<file path="src/rtl/regfile_wb_arbiter_if.sv">
// Writeback bus for regfile_wb_arbiter: two requester ports, the register-file
// write port and the decode hazard queries. The arbiter takes the slave modport.
interface regfile_wb_arbiter_if #(
    parameter int DW = 32,
    parameter int AW = 5
);
    logic          a_valid;
    logic          a_ready;
    logic [AW-1:0] a_reg;
    logic [DW-1:0] a_data;
    logic          b_valid;
    logic          b_ready;
    logic [AW-1:0] b_reg;
    logic [DW-1:0] b_data;
    logic          regwrite;
    logic [AW-1:0] write_reg;
    logic [DW-1:0] write_data;
    logic [AW-1:0] query_reg1;
    logic [AW-1:0] query_reg2;
    logic          hazard1;
    logic          hazard2;
    logic          idle;

    modport master (
        output a_valid, a_reg, a_data, b_valid, b_reg, b_data, query_reg1, query_reg2,
        input  a_ready, b_ready, regwrite, write_reg, write_data, hazard1, hazard2, idle
    );

    modport slave (
        input  a_valid, a_reg, a_data, b_valid, b_reg, b_data, query_reg1, query_reg2,
        output a_ready, b_ready, regwrite, write_reg, write_data, hazard1, hazard2, idle
    );
endinterface

</file>
<file path="src/rtl/regfile_wb_arbiter.sv">
// Round-robin arbiter sharing the register-file write port between two FIFO'd
// requesters, with a pending-write scoreboard. Option: REGFILE_WB_BYPASS_EN.
module regfile_wb_arbiter #(
    parameter int DEPTH = 2,
    parameter int DW    = 32,
    parameter int AW    = 5
) (
    input logic                  clock,
    input logic                  reset,
    regfile_wb_arbiter_if.slave  bus
);
    localparam int PW = (DEPTH > 1) ? $clog2(DEPTH) : 1;
    localparam int CW = PW + 1;

    typedef enum logic {PRIO_A, PRIO_B} prio_t;

    prio_t         prio;
    logic [AW-1:0] mem_reg  [2][DEPTH];
    logic [DW-1:0] mem_data [2][DEPTH];
    logic [PW-1:0] wr_ptr   [2];
    logic [PW-1:0] rd_ptr   [2];
    logic [CW-1:0] count    [2];

    logic          in_valid  [2];
    logic [AW-1:0] in_reg    [2];
    logic [DW-1:0] in_data   [2];
    logic          ready     [2];
    logic          bypass    [2];
    logic          cand      [2];
    logic          grant     [2];
    logic          push      [2];
    logic          pop       [2];
    logic [AW-1:0] head_reg  [2];
    logic [DW-1:0] head_data [2];

    logic          win_b;
    logic          any_grant;
    logic [AW-1:0] win_reg;
    logic [DW-1:0] win_data;
    logic          out_valid;
    logic [AW-1:0] out_reg;
    logic [DW-1:0] out_data;
    logic          hit1;
    logic          hit2;

    assign in_valid[0] = bus.a_valid;
    assign in_reg[0]   = bus.a_reg;
    assign in_data[0]  = bus.a_data;
    assign in_valid[1] = bus.b_valid;
    assign in_reg[1]   = bus.b_reg;
    assign in_data[1]  = bus.b_data;

    always_comb begin
        for (int unsigned r = 0; r < 2; r++) begin
            ready[r] = (count[r] != CW'(DEPTH));
`ifdef REGFILE_WB_BYPASS_EN
            // An accepted request into an empty FIFO competes in the same edge.
            bypass[r] = (count[r] == '0) && in_valid[r];
`else
            bypass[r] = 1'b0;
`endif
            cand[r]      = (count[r] != '0) || bypass[r];
            head_reg[r]  = bypass[r] ? in_reg[r]  : mem_reg[r][rd_ptr[r]];
            head_data[r] = bypass[r] ? in_data[r] : mem_data[r][rd_ptr[r]];
        end
        win_b     = cand[1] && (!cand[0] || prio == PRIO_B);
        any_grant = cand[0] || cand[1];
        grant[0]  = cand[0] && !win_b;
        grant[1]  = win_b;
        win_reg   = win_b ? head_reg[1]  : head_reg[0];
        win_data  = win_b ? head_data[1] : head_data[0];
        for (int unsigned r = 0; r < 2; r++) begin
            push[r] = in_valid[r] && ready[r] && !(bypass[r] && grant[r]);
            pop[r]  = grant[r] && !bypass[r];
        end
    end

    always_ff @(posedge clock) begin
        for (int unsigned r = 0; r < 2; r++) begin
            if (push[r]) begin
                mem_reg[r][wr_ptr[r]]  <= in_reg[r];
                mem_data[r][wr_ptr[r]] <= in_data[r];
            end
        end
    end

    always_ff @(posedge clock or negedge reset) begin
        if (!reset) begin
            for (int unsigned r = 0; r < 2; r++) begin
                wr_ptr[r] <= '0;
                rd_ptr[r] <= '0;
                count[r]  <= '0;
            end
            prio      <= PRIO_A;
            out_valid <= 1'b0;
            out_reg   <= '0;
            out_data  <= '0;
        end else begin
            for (int unsigned r = 0; r < 2; r++) begin
                if (push[r]) wr_ptr[r] <= wr_ptr[r] + PW'(1);
                if (pop[r])  rd_ptr[r] <= rd_ptr[r] + PW'(1);
                count[r] <= count[r] + CW'(push[r]) - CW'(pop[r]);
            end
            // A register-0 winner is consumed and rotates priority but never writes.
            if (any_grant) begin
                prio      <= win_b ? PRIO_A : PRIO_B;
                out_valid <= (win_reg != '0);
                out_reg   <= win_reg;
                out_data  <= win_data;
            end else begin
                out_valid <= 1'b0;
            end
        end
    end

    always_comb begin
        logic [PW-1:0] offset;
        offset = '0;
        hit1   = 1'b0;
        hit2   = 1'b0;
        for (int unsigned r = 0; r < 2; r++) begin
            for (int unsigned i = 0; i < DEPTH; i++) begin
                offset = PW'(i) - rd_ptr[r];
                if ({1'b0, offset} < count[r]) begin
                    if (mem_reg[r][i] == bus.query_reg1) hit1 = 1'b1;
                    if (mem_reg[r][i] == bus.query_reg2) hit2 = 1'b1;
                end
            end
`ifdef REGFILE_WB_BYPASS_EN
            if (in_valid[r] && ready[r] && in_reg[r] == bus.query_reg1) hit1 = 1'b1;
            if (in_valid[r] && ready[r] && in_reg[r] == bus.query_reg2) hit2 = 1'b1;
`endif
        end
        if (out_valid && out_reg == bus.query_reg1) hit1 = 1'b1;
        if (out_valid && out_reg == bus.query_reg2) hit2 = 1'b1;
        if (bus.query_reg1 == '0) hit1 = 1'b0;
        if (bus.query_reg2 == '0) hit2 = 1'b0;
    end

    assign bus.a_ready    = ready[0];
    assign bus.b_ready    = ready[1];
    assign bus.regwrite   = out_valid;
    assign bus.write_reg  = out_reg;
    assign bus.write_data = out_data;
    assign bus.hazard1    = hit1;
    assign bus.hazard2    = hit2;
    assign bus.idle       = (count[0] == '0) && (count[1] == '0) && !out_valid;
endmodule
</file>
<file path="src/flat_wrapper.sv">
// flat-port wrapper written by rule: the top's interface ports become plain ports
module regfile_wb_arbiter_flat 
#(
    parameter int DEPTH = 2,
    parameter int DW    = 32,
    parameter int AW    = 5
)
  (clock, reset, bus_a_valid, bus_a_reg, bus_a_data, bus_b_valid, bus_b_reg, bus_b_data, bus_query_reg1, bus_query_reg2, bus_a_ready, bus_b_ready, bus_regwrite, bus_write_reg, bus_write_data, bus_hazard1, bus_hazard2, bus_idle);
  regfile_wb_arbiter_if #(.DW(DW), .AW(AW)) bus_i ();
  input logic clock;
  input logic reset;
  input wire logic [$bits(bus_i.a_valid)-1:0] bus_a_valid;
  input wire logic [$bits(bus_i.a_reg)-1:0] bus_a_reg;
  input wire logic [$bits(bus_i.a_data)-1:0] bus_a_data;
  input wire logic [$bits(bus_i.b_valid)-1:0] bus_b_valid;
  input wire logic [$bits(bus_i.b_reg)-1:0] bus_b_reg;
  input wire logic [$bits(bus_i.b_data)-1:0] bus_b_data;
  input wire logic [$bits(bus_i.query_reg1)-1:0] bus_query_reg1;
  input wire logic [$bits(bus_i.query_reg2)-1:0] bus_query_reg2;
  output wire logic [$bits(bus_i.a_ready)-1:0] bus_a_ready;
  output wire logic [$bits(bus_i.b_ready)-1:0] bus_b_ready;
  output wire logic [$bits(bus_i.regwrite)-1:0] bus_regwrite;
  output wire logic [$bits(bus_i.write_reg)-1:0] bus_write_reg;
  output wire logic [$bits(bus_i.write_data)-1:0] bus_write_data;
  output wire logic [$bits(bus_i.hazard1)-1:0] bus_hazard1;
  output wire logic [$bits(bus_i.hazard2)-1:0] bus_hazard2;
  output wire logic [$bits(bus_i.idle)-1:0] bus_idle;
  assign bus_i.a_valid = bus_a_valid;
  assign bus_i.a_reg = bus_a_reg;
  assign bus_i.a_data = bus_a_data;
  assign bus_i.b_valid = bus_b_valid;
  assign bus_i.b_reg = bus_b_reg;
  assign bus_i.b_data = bus_b_data;
  assign bus_i.query_reg1 = bus_query_reg1;
  assign bus_i.query_reg2 = bus_query_reg2;
  assign bus_a_ready = bus_i.a_ready;
  assign bus_b_ready = bus_i.b_ready;
  assign bus_regwrite = bus_i.regwrite;
  assign bus_write_reg = bus_i.write_reg;
  assign bus_write_data = bus_i.write_data;
  assign bus_hazard1 = bus_i.hazard1;
  assign bus_hazard2 = bus_i.hazard2;
  assign bus_idle = bus_i.idle;
  regfile_wb_arbiter #(.DEPTH(DEPTH), .DW(DW), .AW(AW)) u_core (.clock(clock), .reset(reset), .bus(bus_i));
endmodule
</file>
<file path="config.mk">
export PLATFORM = sky130hd
export DESIGN_NAME = regfile_wb_arbiter_flat
export DESIGN_NICKNAME = d
export VERILOG_FILES = /design/src/rtl/regfile_wb_arbiter_if.sv /design/src/rtl/regfile_wb_arbiter.sv /design/src/flat_wrapper.sv
export SDC_FILE = /design/constraint.sdc
export NUM_CORES = 1
export LEC_CHECK = 0
export ABC_AREA = 1
export BUFFER_PORTS_ARGS = -buffer_cell sky130_fd_sc_hd__buf_4
export CAP_MARGIN = 20
export CORE_AREA = 2 2 125 127
export DETAILED_ROUTE_END_ITERATION = 8
export DIE_AREA = 0 0 127 129
export PLACE_DENSITY = 0.79
export SKIP_CTS_REPAIR_TIMING = 1
export SLEW_MARGIN = 10
export SYNTH_ARGS = -nofsm -noshare
export SYNTH_HDL_FRONTEND = slang
export SYNTH_SLANG_ARGS = --single-unit
export TNS_END_PERCENT = 100
</file>
<file path="constraint.sdc">
create_clock -name clock -period 3.62 [get_ports clock]
set_clock_uncertainty 0.15 [all_clocks]
set_input_delay 1.086 -clock clock [delete_from_list [all_inputs] [get_ports clock]]
set_output_delay 1.086 -clock clock [all_outputs]
set_load 0.02 [all_outputs]
</file>
==> results.json <==
{
  "seq_area_sq_um": 5623,
  "crit_path_start_kind": "input port",
  "cp-end-kind": "output port",
  "startpoint": "bus_query_reg2[2]",
  "drt-pass1-iter-count": 5,
  "hp-start": "u_core.bus.write_data[29]",
  "synth.top_cell.area_share": 0.5268,
  "wl_per_cell_um": 17.36,
  "hpwl_mm": 12.16,
  "min_path_cells": 2,
  "cts_tree": "built",
  "fill_cells": 1134,
  "clkTransAtPathRegs_ns": 0.07,
  "die_y_um": 129,
  "finalMaxSlewViolations": 0,
  "diodes": 0,
  "path_class": "input port to output port",
  "dp_slack_ns": 0.2522,
  "synth_edf_count": 148,
  "worst_slew_pin_slew_ns": 0.8678,
  "crit_required_ns": 2.38,
  "yosys.area.top_type": "edfxtp_1",
  "setup_viol": 0,
  "clk_latency_ns": 0.43,
  "antenna_found_initial": 0,
  "gp_congestion": 0.9030,
  "dieWidth_um": 127,
  "final.period_utilization": 0.9345,
  "vias_per_cell": 5.310,
  "setup_tns_ns": 0,
  "grt_pass1_vias": 5838,
  "drtAntennaViolNets": 0,
  "largest_reg_flops": 128,
  "final_cell_mix": "230 x nand2_1, 148 x edfxtp_1, 135 x buf_4, 106 x nor2_1, 48 x nand3_1",
  "die_area_sq_um": 16380,
  "synth.avg_cell_area_sq_um": 10.80,
  "max_freq_mhz": 295.6,
  "async_flop_share": 0.2410,
  "synthCells": 781,
  "grt_max_degree": 48,
  "portBuffers": 130,
  "grt_setup_unrepaired": "false",
  "rr_worst_depth": 10,
  "cp_max_fo": 6,
  "ys_warn_count": 0,
  "multi_input_area_sq_um": 2461,
  "maxCapViolCount": 0,
  "reg2reg_from": "u_core.count[1]",
  "htreeDepth": 4,
  "power.leakage_nw": 4.456,
  "vias": 5857,
  "clock-sinks": 195,
  "design.core.area_sq_um": 14980,
  "nNetsFinal": 994,
  "outcome": "complete, no violations",
  "area_growth_pct": 20.74,
  "min_period_ns": 3.383,
  "ir_drop_uv": 502.6,
  "synth_flop_cell": "edfxtp_1",
  "synth_cell_types": 23,
  "cts_buffer_depth": 2,
  "drt_iter0_drc": 415,
  "ys_seq_elements": 195,
  "numCtsBuffers": 17,
  "routed_wl_mm": 19.15,
  "slew_headroom": 0.4194,
  "hold_class": "flip-flop to flip-flop",
  "final_layout_size_suffix_gt1_frac": 0.2022,
  "synth_fp_nets": 873,
  "grt_usage": 0.2420,
  "rows": 45,
  "synth_area_leaders": "edfxtp_1 53%, dfrtp_1 14%, nand2_1 10%, nor2_1 4.9%, mux2i_1 3.8%",
  "route.detailed.drc": 0,
  "fin_ws_ns": 0.2371,
  "synth-seq-area-share": 0.6663,
  "grt_pass1_wl_mm": 29.83,
  "synth.cell_area_sq_um": 8436,
  "gr-total-overflow": 0,
  "powerDensity_nw_per_um2": 870.6,
  "worstPathArrival_ns": 2.15,
  "cts-root-buf": "clkbuf_16",
  "hold_viol_final": 0,
  "start_util": 0.5632,
  "io_pins": 131,
  "final_common_cell": "nand2_1"
}
==> path summary, 6_finish.rpt <==
check / slack, ns / to
setup / recovery: 0.24 / bus_hazard2
hold / removal: 0.33 / u_core.bus.write_data[29]
setup reg to reg: 1.17 / u_core.count[3]
hold reg to reg: 0.33 / u_core.bus.write_data[29]
max in group asynchronous: 2.25 / u_core.rd_ptr[0]
min in group asynchronous: 0.55 / u_core.bus.write_reg[2]
==> kinds of logic after synthesis <==
group                    Yosys count  synth area share
AO/OA/AOI/OAI                     54           0.03337
XOR/XNOR                          23           0.02388
adder cells (fa/ha/maj)            4          0.005933
buffers and inverters             78           0.04554
flip-flops                       195            0.6663
multiplexers                      32           0.03797
AND/OR/NAND/NOR                  395            0.1870
==> power by group <==
part           internal (W)  switching (W)  total [W]
registers           0.00316       0.000361    0.00352
logic               0.00118        0.00217    0.00335
clock network       0.00118       0.000823    0.00200
==> layout make-up <==
cell class,instances,area share
Inverter,42,0.01548
Clock inverter,12,0.01941
Timing Repair Buffer,138,0.1054
Tap cell,188,0.02310
Clock buffer,20,0.04287
Sequential cell,195,0.5521
Multi-Input combinational cell,508,0.2416
==> metal layers <==
metal / track usage / wire (um) / vias up
met5: 0 / 0 / -
met3: 0.05489 / 1440 / 22
met1: 0.3174 / 8115 / 2758
met4: 0.09244 / 318 / 0
met2: 0.3994 / 9273 / 246
li1: - / - / 2831
==> cells in the mapped netlist, types with 4 or more instances <==
library cell    n
dfrtp_1        47
nor2_1        110
buf_6           7
buf_2          25
a21oi_1         5
o21ai_1         9
xor2_1         21
inv_1          36
nand2_1       230
ha_1            4
mux2i_1        32
o21ai_0        39
inv_2           6
nand3_1        48
edfxtp_1      148
==> worst max-delay path: stages <==
cell and delay, ns:
buf_4 0.14, inv_1 0.16, nand2_1 0.09, a21oi_1 0.19
nand3_1 0.10, nand2_1 0.08, nor2_1 0.04, nor2_1 0.11
buf_4 0.16
==> stage by stage <==
step,cells,total power [W],util,cell area (sq um),hold WS [ns]
CTS,1103,0.008944,0.6800,10180,0.3351
global placement,1071,0.006839,0.6377,9550,0.3134
detailed placement,1071,0.006930,0.6377,9550,0.3166
finish,1103,0.008867,0.6800,10180,0.3299
global route,1103,0.009411,0.6800,10180,0.3516
floorplan,781,0.005814,-,8436,0.3366
(Power assumes the default switching activity.)
